===== config.mk =====
export PLATFORM = sky130hd
export DESIGN_NAME = mem_issue_arb
export DESIGN_NICKNAME = d
export VERILOG_FILES = /design/src/rtl/mem_issue_arb.sv
export SDC_FILE = /design/constraint.sdc
export NUM_CORES = 1
export LEC_CHECK = 0
export ABC_AREA = 0
export BUFFER_PORTS_ARGS = -buffer_cell sky130_fd_sc_hd__buf_2
export CORE_AREA = 2 2 189 191
export DETAILED_ROUTE_END_ITERATION = 7
export DIE_AREA = 0 0 191 193
export PLACE_DENSITY = 0.44
export SLEW_MARGIN = 20
export SYNTH_ARGS = -nofsm -noshare
export SYNTH_HDL_FRONTEND = slang
export SYNTH_SLANG_ARGS = --single-unit
export TNS_END_PERCENT = 30

===== constraint.sdc =====
create_clock -name i_clk -period 2.1 [get_ports i_clk]
set_input_delay 0.21 -clock i_clk [delete_from_list [all_inputs] [get_ports i_clk]]
set_output_delay 0.21 -clock i_clk [all_outputs]
set_load 0.05 [all_outputs]

===== src/rtl/mem_issue_arb.sv =====
// Two-port round-robin arbiter feeding a single issue register for MemCalc_m.
// Branch kill/resolve is applied to both the held micro-op and the one being
// captured, so squashed memory ops never reach the address calculator.
module mem_issue_arb #(
  parameter int WIDTH_REG = 7,
  parameter int WIDTH_BRM = 6,
  parameter int WIDTH     = 4*32 + WIDTH_REG + WIDTH_BRM + 7 + 10 + 1
) (
  input  logic                 i_clk,
  input  logic                 i_rst_n,
  input  logic [WIDTH-1:0]     i_ld_instr,
  input  logic                 i_ld_valid,
  output logic                 o_ld_ready,
  input  logic [WIDTH-1:0]     i_st_instr,
  input  logic                 i_st_valid,
  output logic                 o_st_ready,
  input  logic                 i_mem_ready,
  input  logic                 i_br_valid,
  input  logic                 i_br_kill,
  input  logic [WIDTH_BRM-1:0] i_br_tag,
  output logic [WIDTH-1:0]     o_instr,
  output logic                 o_grant_st
);

  localparam int BRM_HI = WIDTH - 12;
  localparam int BRM_LO = WIDTH - 11 - WIDTH_BRM;
  localparam int VLD    = WIDTH - 1;

  logic [WIDTH-1:0]     instr_q, instr_d;
  logic                 grant_st_q, grant_st_d;
  logic                 prio_st_q, prio_st_d;   // 1: store wins a tie

  logic                 held_valid, free, grant_ld, grant_st, capture;
  logic                 br_kill, br_res;
  logic [WIDTH-1:0]     in_pkt;
  logic [WIDTH_BRM-1:0] in_brm, held_brm;

  // Arbitration, branch filtering and next-state of the issue register.
  always_comb begin
    held_valid = instr_q[VLD];
    free       = ~held_valid | i_mem_ready;
    grant_ld   = i_ld_valid & (~i_st_valid | ~prio_st_q);
    grant_st   = i_st_valid & (~i_ld_valid |  prio_st_q);
    capture    = free & (grant_ld | grant_st);
    br_kill    = i_br_valid & i_br_kill;
    br_res     = i_br_valid & ~i_br_kill;
    in_pkt     = grant_st ? i_st_instr : i_ld_instr;
    in_brm     = in_pkt[BRM_HI:BRM_LO];
    held_brm   = instr_q[BRM_HI:BRM_LO];

    o_ld_ready = free & grant_ld;
    o_st_ready = free & grant_st;

    instr_d    = instr_q;
    grant_st_d = grant_st_q;
    prio_st_d  = prio_st_q;

    if (capture) begin
      // A killed incoming op still completes its handshake and moves the
      // pointer; it simply lands with the valid bit clear.
      instr_d                = in_pkt;
      instr_d[BRM_HI:BRM_LO] = br_res ? (in_brm & ~i_br_tag) : in_brm;
      instr_d[VLD]           = ~(br_kill & (|(in_brm & i_br_tag)));
      grant_st_d             = grant_st;
      // Pointing at the port not just granted also covers the tie case.
      prio_st_d              = grant_ld;
    end else if (held_valid) begin
      if (i_mem_ready | (br_kill & (|(held_brm & i_br_tag)))) begin
        instr_d[VLD] = 1'b0;
      end else if (br_res) begin
        instr_d[BRM_HI:BRM_LO] = held_brm & ~i_br_tag;
      end
    end
  end

  // Issue register and round-robin pointer.
  always_ff @(posedge i_clk) begin
    if (!i_rst_n) begin
      instr_q    <= '0;
      grant_st_q <= 1'b0;
      prio_st_q  <= 1'b0;
    end else begin
      instr_q    <= instr_d;
      grant_st_q <= grant_st_d;
      prio_st_q  <= prio_st_d;
    end
  end

  assign o_instr    = instr_q;
  assign o_grant_st = grant_st_q;

endmodule


==> impl_metrics.ini, run 1 <==
[outcome]
status = finished clean

[sta]
tightest_slew_ns = 0.570
rsz0062_at_grt = false
slew_headroom = 0.620
max_clock_freq_ghz = 0.513
hold_viol_final = 0
finalSetupViolCount = 0
clock_skew_ns = 0.00779
finalMaxSlewViolations = 0
finalCriticalPeriod_ns = 1.95
min_period_over_period = 0.927
fin_setup_tns_ns = 0

[worst_setup_path]
crit_type = reg2out
r2r-start = prio_st_q
cp_max_fo = 33
r2r_cells = 6
crit_buf_inv = 2
crit_chain = o21ai_4 -> buf_12 -> nor2_1 -> buf_2
crit_cells = 4
rrSetupSlack_ns = 0.25
crit_family = buffers and inverters
end_kind = output port
cp.arrival_ns = 1.74
max_stage_delay_ns = 0.37
required_ns = 1.89
cp-start-kind = flip-flop
crit_slowest_cell = o21ai_4
reg2reg_to = o_instr[31]

[pwr]
ir_drop_uv = 531
p_leak_uw = 0.00719
powerDensity_nw_per_um2 = 883

[floorplanning]
row_count = 69
core_um2 = 35000
die_w_um = 191
dieArea_um2 = 36900
initial_core_util = 0.220
num_io_pins = 493
die-height_um = 193

[routing]
wl_um = 25700
wire_per_inst_um = 15.2
drt_iter0_markers = 188
avgViaCountPerCell = 4.33
ant_nets = 0
drcViolationCount = 0
dr_total_vias = 7322
firstDrtPassIters = 4

[synthesis]
syn_nets = 1070
synth_area_leader_cell = dfxtp_1
synth.distinct_cells = 29
synthCells = 739
syn-cell-area_um2 = 7710
netlist.area_leader.share = 0.418
ys_warn_count = 0
synth.avg_cell_area_um2 = 10.4
yosysSeqAreaShare = 0.418
synth_seq_cells = 161
ys_top_cells_by_area = dfxtp_1 (42%), mux2i_1 (20%), o211a_1 (20%)

[clocking]
cts_tree = yes
htreeDepth = 4
clockRootBuffer = clkbuf_16
cts.sinks = 161
cts_resized = 0
clk_pin_slew_worst_paths_ns = 0.07
clock_latency_ns = 0.43
cts_buffer_depth = 2
cts_inserted_buffers = 17

[finish]
finalNonFillerCells = 1690
syn_to_final_growth_pct = 46.4
fillerInstances = 3768
antenna-diode-count = 0
finalCoreUtilization = 0.323
layout.nets = 1547
finalInstanceArea_um2 = 11300
drive_gt1_frac = 0.458

[worst_hold_path]
hold_end = o_instr[136]
hold_path_class = in2reg
whs_path_depth = 4
hold_start = i_st_instr[136]

[global_routing]
grt_pass1_vias = 7046
antenna_found_initial = 0
gr-total-overflow = 0
grtUsageTotal = 0.133
grt_max_degree = 84
grt_pass1_wl_um = 37400

[placement]
numPlacedInstances = 1652
port_buffers = 490
gp_congestion = 0.726
placed_area_um2 = 10600
hpwl_um = 19900

[run]
maxCapViolations = 0
-- worst register-to-register path, stage by stage, from the launching register on --
cell and delay (ns):
dfxtp_1 0.35, o21ai_4 0.37, buf_12 0.27, buf_12 0.26, mux2i_1 0.29, nand2_1 0.08
o211a_1 0.12
-- through the flow --
step | setup slack (ns) | hold WS (ns) | power, uW
2_1_floorplan | 0.366 | 0.304 | 5820
3_3_place_gp | 0.235 | 0.424 | 6740
3_5_place_dp | 0.232 | 0.429 | 6750
4_1_cts | 0.0678 | 0.0794 | 10200
5_1_grt | 0.0199 | 0.106 | 10500
6_report | 0.153 | 0.117 | 9960
-- layout by cell type, fill, tap and decap left out, types with 2 or more instances in the layout --
cell,synthesis,routed
a211oi_1,6,6
a21oi_1,3,3
a22oi_1,3,3
buf_12,8,11
buf_2,18,489
buf_4,0,21
bufinv_16,0,3
clkbuf_16,0,17
clkbuf_8,0,3
clkinv_2,0,4
dfxtp_1,161,161
dlygate4sd3_1,0,6
inv_6,0,3
mux2_2,3,3
mux2_4,3,3
mux2i_1,152,152
nand2_1,156,156
nand2b_1,2,2
nor2_1,9,9
nor2b_1,2,2
o211a_1,152,152
o21ai_0,7,7
-- cell usage after synthesis (all sizes together) --
master	instances
nand2	156
buf	37
a22oi	3
inv	2
dfxtp	161
a31o	1
nand3	1
a21boi	1
nand2b	2
a222oi	1
clkbuf	32
nor2b	2
mux2	6
nor2	10
a211oi	6
o221a	1
o21ai	9
mux2i	152
a221oi	1
o211a	152
a21oi	3
-- flip-flops by register name, indices dropped and copies added (netlist names) --
| signal | count |
|---|---|
| prio_st_q | 1 |
| o_instr | 159 |
| o_grant_st | 1 |
-- worst max-delay path by stage --
stage,from,end,slack [ns]
after CTS,prio_st_q,o_st_ready,0.07
after global routing,prio_st_q,o_st_ready,0.02
after floorplan,o_instr[158],o_instr[31],0.37
final,prio_st_q,o_st_ready,0.15
after global placement,i_ld_valid,o_instr[93],0.24
after detailed placement,i_ld_valid,o_instr[31],0.23
-- routing by layer --
layer / global-route usage / share of wire / up-vias
met5: 0 / 0 / -
met4: 0.0504 / 0.018 / 0
met3: 0.0420 / 0.092 / 25
met2: 0.242 / 0.51 / 320
met1: 0.143 / 0.38 / 3331
li1: - / - / 3646
-- cell families (layout without fill, tap and decap cells) --
family,after synthesis,count (layout),synth area share
AO/OA/AOI/OAI,178,178,0.221
buffers and inverters,71,561,0.0675
flip-flops,161,161,0.418
multiplexers,158,158,0.208
AND/OR/NAND/NOR,171,171,0.0851
-- layout make-up --
class / count / area (um^2) / area share
Clock buffer: 20 / 467 / 0.0414
Clock inverter: 12 / 153 / 0.0135
Multi-Input combinational cell: 507 / 3970 / 0.352
Sequential cell: 161 / 3220 / 0.286
Tap cell: 461 / 577 / 0.0511
Inverter: 2 / 7.51 / 0.000666
Timing Repair Buffer: 527 / 2890 / 0.256
-- repair_timing --
action,in CTS,in global routing
endpoints found under the hold margin,6,0
buffers inserted,0,0
hold buffers,6,0
-- power by group --
part           switching (uW)  total, uW  internal [uW]
clock network            1340       3310           1970
registers                 159       3550           3390
logic                    2070       3100           1030
total                    3570       9960           6390
Note: power is estimated with default switching activity, not from simulation.
==> run 2, diff against run 1 <==
CELL_PAD_IN_SITES_DETAIL_PLACEMENT = 0   (was not set)
CELL_PAD_IN_SITES_GLOBAL_PLACEMENT = 1   (was not set)
CTS_CLUSTER_DIAMETER = 150   (was not set)
PLACE_DENSITY = 0.59   (was 0.44)
==> run 2 against run 1 <==
Fmax grew 0.32%. Via count shrank 0.53%. Die area is the same. Sequential power is essentially flat. Flip-flop and latch count is the same. Routed wire length shrank 0.81%. Global-route usage shrank 0.27 points. Largest power group unchanged. First-iteration DRC count shrank 18%. Critical path depth is the same. Largest cell class unchanged.
==> impl_metrics.ini, run 2 (same netlist as run 1, synthesis figures left out) <==
[worst_setup_path]
required_ns = 1.89
end_kind = output port
cp-start-kind = flip-flop
cp_max_fo = 40
crit_type = reg2out
cp.arrival_ns = 1.73

[finish]
largest_reg_flops = 159
register_area_um2 = 3220
fillerInstances = 3736
syn_to_final_growth_pct = 45.8
finalInstanceArea_um2 = 11200
antenna-diode-count = 0
final_common_cell = buf_2
most-common-layout-cells = buf_2 (489), dfxtp_1 (161), nand2_1 (156), mux2i_1 (152), o211a_1 (152)
multi_input_area_um2 = 3970
layout.nets = 1548
drive_gt1_frac = 0.457

[sta]
finalCriticalPeriod_ns = 1.94
slew_headroom = 0.548
finalMaxSlewViolations = 0
min_period_over_period = 0.924
finalSetupViolCount = 0
hold_viol_final = 0
tightest_slew_ns = 0.678
max_clock_freq_ghz = 0.515
clock_skew_ns = 0.00618
rsz0062_at_grt = false
fin_hold_ws_ns = 0.114
fin_setup_tns_ns = 0

[floorplanning]
die-height_um = 193
core_um2 = 35000
row_count = 69
initial_core_util = 0.220
num_io_pins = 493
die_w_um = 191
dieArea_um2 = 36900

[run]
maxCapViolations = 0

[routing]
wire_per_inst_um = 15.1
avgViaCountPerCell = 4.31
drt_iter0_markers = 155
ant_nets = 0
wl_um = 25500
drcViolationCount = 0
firstDrtPassIters = 6
dr_total_vias = 7283

[global_routing]
grt_pass1_wl_um = 36800
grtUsageTotal = 0.130
antenna_found_initial = 0
grt_pass1_vias = 6931
grt_max_degree = 63
gr-total-overflow = 0

[clocking]
post-cts-setup-buffers = 0
cts_tree = yes
clock_latency_ns = 0.43
clockRootBuffer = clkbuf_16
cts_inserted_buffers = 17
holdBufCountCts = 6
cts.sinks = 161
htreeDepth = 4
cts_buffer_depth = 2
clk_pin_slew_worst_paths_ns = 0.07
cts_resized = 0

[pwr]
powerDensity_nw_per_um2 = 870
ir_drop_uv = 553
p_sw_uw = 3530
pwr-share-seq = 0.363
swShare = 0.361
p_comb_frac = 0.317
clkPwrFrac = 0.319
p_leak_uw = 0.00717
internal-power_uw = 6250

[placement]
hpwl_um = 19900
placed_area_um2 = 10600
port_buffers = 490
gp_congestion = 0.740

[outcome]
status = finished clean

[worst_hold_path]
hold_path_class = in2reg
[run 2: worst max-delay path: stages (launching register included)]
cell,delay (ns)
dfxtp_1,0.35
o21ai_4,0.32
buf_12,0.27
nor2_1,0.11
buf_2,0.24
[run 2: layer usage]
layer | share of wire | wire [um] | GRT usage
met5 | 0 | 0 | 0
met2 | 0.49 | 12500 | 0.229
met1 | 0.40 | 10200 | 0.144
met4 | 0.018 | 467 | 0.0522
met3 | 0.093 | 2380 | 0.0429
[run 2: power groups by stage]
stage | combinational (uW) | sequential [uW] | clock (uW)
after floorplan | 1050 | 4770 | 0
after global placement | 3140 | 3610 | 0
after detailed placement | 3130 | 3620 | 0
after CTS | 3150 | 3560 | 3270
after global routing | 3310 | 3600 | 3380
final | 3100 | 3550 | 3120
[run 2: metrics by stage]
stage | instances | worst slack, ns | power, uW | util
final | 1689 | 0.159 | 9780 | 0.321
after global routing | 1689 | 0.0264 | 10300 | 0.321
after CTS | 1689 | 0.0594 | 9980 | 0.321
after detailed placement | 1653 | 0.276 | 6750 | 0.303
after global placement | 1653 | 0.287 | 6740 | 0.303
after floorplan | 739 | 0.366 | 5820 | -
[run 2: final cells by class]
cell class	instances	area share
multi-input cells	507	0.353
clock buffers	21	0.0419
flip-flops and latches	161	0.287
inverters	2	0.000668
repair buffers	528	0.256
clock inverters	9	0.00969
well taps	461	0.0513
[run 2: path summary, 6_finish.rpt]
path	startpoint	to	slack (ns)	cells after the start
max	prio_st_q	o_st_ready	0.16	4
min	i_st_instr[128]	o_instr[128]	0.11	4
max reg2reg	prio_st_q	o_instr[85]	0.31	6
min reg2reg	o_instr[119]	o_instr[119]	0.49	1
==> run 3, diff against run 2 <==
ABC_AREA = 1   (was 0)
CORE_AREA = 2 2 194 196   (was 2 2 189 191)
DIE_AREA = 0 0 196 198   (was 0 0 191 193)
PLACE_DENSITY = 0.57   (was 0.59)
==> run 3 against run 2 <==
Power up 5.6%. Critical path type is now reg2reg. Largest cell class is now buffers. Sequential share of layout area down 2.8 points. First-iteration DRC count up 120%. Routed wire length up 27%.
==> impl_metrics.ini, run 3 <==
[outcome]
status = finished clean

[sta]
finalCriticalPeriod_ns = 1.92
finalMaxSlewViolations = 0
fin_setup_tns_ns = 0
slew_headroom = 0.350
clock_skew_ns = 0.00822
finalSetupViolCount = 0
hold_viol_final = 0
tightest_slew_ns = 0.966
min_period_over_period = 0.915
rsz0062_at_grt = false
max_clock_freq_ghz = 0.520

[worst_setup_path]
rrSetupSlack_ns = 0.18
r2r-start = o_instr[158]
required_ns = 2.43
cp_max_fo = 10
end_kind = flip-flop
crit_slowest_cell = dlygate4sd3_1
r2r_cells = 8
max_stage_delay_ns = 0.56
crit_chain = inv_1 -> nor2_4 -> nor2_4 -> nor2_4 -> bufinv_16 -> o21ai_0 -> a31oi_1 -> dlygate4sd3_1
cpMostUsedCell = nor2_4
crit_type = reg2reg
cp.arrival_ns = 2.25
reg2reg_to = o_instr[121]
cp-start-kind = flip-flop

[worst_hold_path]
hold_path_class = in2reg
hold_start = i_br_tag[4]
whs_path_depth = 2
hold_end = o_instr[146]

[pwr]
ir_drop_uv = 528
clkPwrFrac = 0.316
p_leak_uw = 0.00603
p_sw_uw = 3890
pwr-share-seq = 0.347
internal-power_uw = 6440
powerDensity_nw_per_um2 = 830
swShare = 0.377
p_comb_frac = 0.337

[floorplanning]
die_w_um = 196
initial_core_util = 0.188
row_count = 71
dieArea_um2 = 38800
core_um2 = 37000
die-height_um = 198
num_io_pins = 493

[clocking]
cts_inserted_buffers = 17
clk_pin_slew_worst_paths_ns = 0.07
cts_buffer_depth = 2
clock_latency_ns = 0.44
cts_tree = yes
htreeDepth = 4
clockRootBuffer = clkbuf_16
cts.sinks = 161

[placement]
gp_congestion = 0.741
port_buffers = 490
placed_area_um2 = 10000
hpwl_um = 22700

[routing]
dr_total_vias = 9024
wire_per_inst_um = 15.6
wl_um = 32400
ant_nets = 0
avgViaCountPerCell = 4.35
firstDrtPassIters = 6
drt_iter0_markers = 339
drcViolationCount = 0

[synthesis]
synth.avg_cell_area_um2 = 7.28
ys_top_cells_by_area = dfxtp_1 (46%), nand2_1 (18%), a31oi_1 (14%)
synthCells = 954
syn_nets = 1285
synth_area_leader_cell = dfxtp_1
synth_seq_cells = 161
ys_warn_count = 0
yosysSeqAreaShare = 0.464
synth_ff_type = dfxtp_1
async_flop_share = 0
synth.distinct_cells = 18
netlist.area_leader.share = 0.464
yosysMostFrequentCell = nand2_1
syn-cell-area_um2 = 6940
synth_edf_count = 0
synthTopCellsByCount = nand2_1 (339), dfxtp_1 (161), a31oi_1 (158)

[finish]
syn_to_final_growth_pct = 79.1
final_common_cell = buf_2
largest_reg_flops = 159
finalInstanceArea_um2 = 12400
drive_gt1_frac = 0.354
layout.nets = 1919
most-common-layout-cells = buf_2 (489), nand2_1 (336), dlygate4sd3_1 (176), dfxtp_1 (161), a31oi_1 (158)

[run]
maxCapViolations = 0

[global_routing]
grtUsageTotal = 0.161
grt_max_degree = 79
grt_pass1_wl_um = 49000
grt_pass1_vias = 8931
gr-total-overflow = 0
antenna_found_initial = 2
[run 3: cell count changes after synthesis, moves of 8 or more]
cell / previous run / this run
nand2_1: 156 / 339
a31oi_1: 0 / 158
mux2i_1: 152 / 0
o211a_1: 152 / 0
o21ai_0: 7 / 139
buf_2: 18 / 50
inv_1: 1 / 21
o21ai_1: 1 / 17
nand3_1: 1 / 12
buf_8: 9 / 0
buf_12: 8 / 0
nor2_1: 9 / 1
[run 3: per-layer routing]
layer / wire length [um] / track usage / up-vias
met1: 13300 / 0.188 / 4086
met2: 16100 / 0.282 / 351
met4: 485 / 0.0469 / 2
met3: 2540 / 0.0511 / 29
met5: 11 / 0 / -
li1: - / - / 4556
[run 3: cell type report]
class                   instances  area, um^2
diodes                          1        2.50
flip-flops and latches        161        3220
clock buffers                  23         498
clock inverters                 8         101
inverters                      22         109
well taps                     474         593
fillers                      4049       24500
repair buffers                699        4640
repair inverters                2        17.5
multi-input cells             685        3250
[run 3: worst max-delay path by stage]
stage | startpoint | end | slack, ns
after floorplan | o_instr[158] | o_instr[100] | 0.15
after global placement | prio_st_q | o_instr[20] | 0.32
after detailed placement | prio_st_q | o_instr[68] | 0.29
after CTS | o_instr[158] | o_instr[126] | 0.08
after global routing | o_instr[158] | o_instr[126] | 0.04
final | o_instr[158] | o_instr[121] | 0.18
[run 3: logic make-up (layout without fill, tap and decap cells)]
kind of cell / Yosys count / after routing / synth area share
flip-flops: 161 / 161 / 0.464
buffers and inverters: 108 / 754 / 0.0723
other: 0 / 1 / 0
AO/OA/AOI/OAI: 326 / 326 / 0.265
AND/OR/NAND/NOR: 359 / 359 / 0.199
[run 3: what timing repair did]
item,in CTS,in global routing
gates resized for setup,0,6
endpoints found under the setup margin,0,2
hold buffers,176,0
setup buffers,0,1
endpoints found under the hold margin,116,0
[run 3: power groups by stage]
stage | clock network [uW] | registers [uW] | logic [uW]
global route | 3520 | 3630 | 3740
finish | 3270 | 3590 | 3470
global placement | 0 | 3640 | 3190
detailed placement | 0 | 3650 | 3190
floorplan | 0 | 4880 | 889
CTS | 3420 | 3590 | 3460
[run 3: critical path: cells and delay by family (launching register included)]
family                 cells  cell delay (ns)
flip-flops                 1             0.37
AO/OA/AOI/OAI              2             0.20
buffers and inverters      3             0.88
AND/OR/NAND/NOR            3             0.36
[run 3: per-stage QoR]
step	total power [uW]	cells	utilization	setup WS, ns	hold slack (ns)
global route	10900	2075	0.337	0.0370	0.00803
floorplan	5770	954	-	0.148	0.311
detailed placement	6840	1864	0.271	0.287	0.432
global placement	6830	1864	0.271	0.318	0.429
finish	10300	2075	0.337	0.178	0.0311
CTS	10500	2071	0.335	0.0838	0.0000301
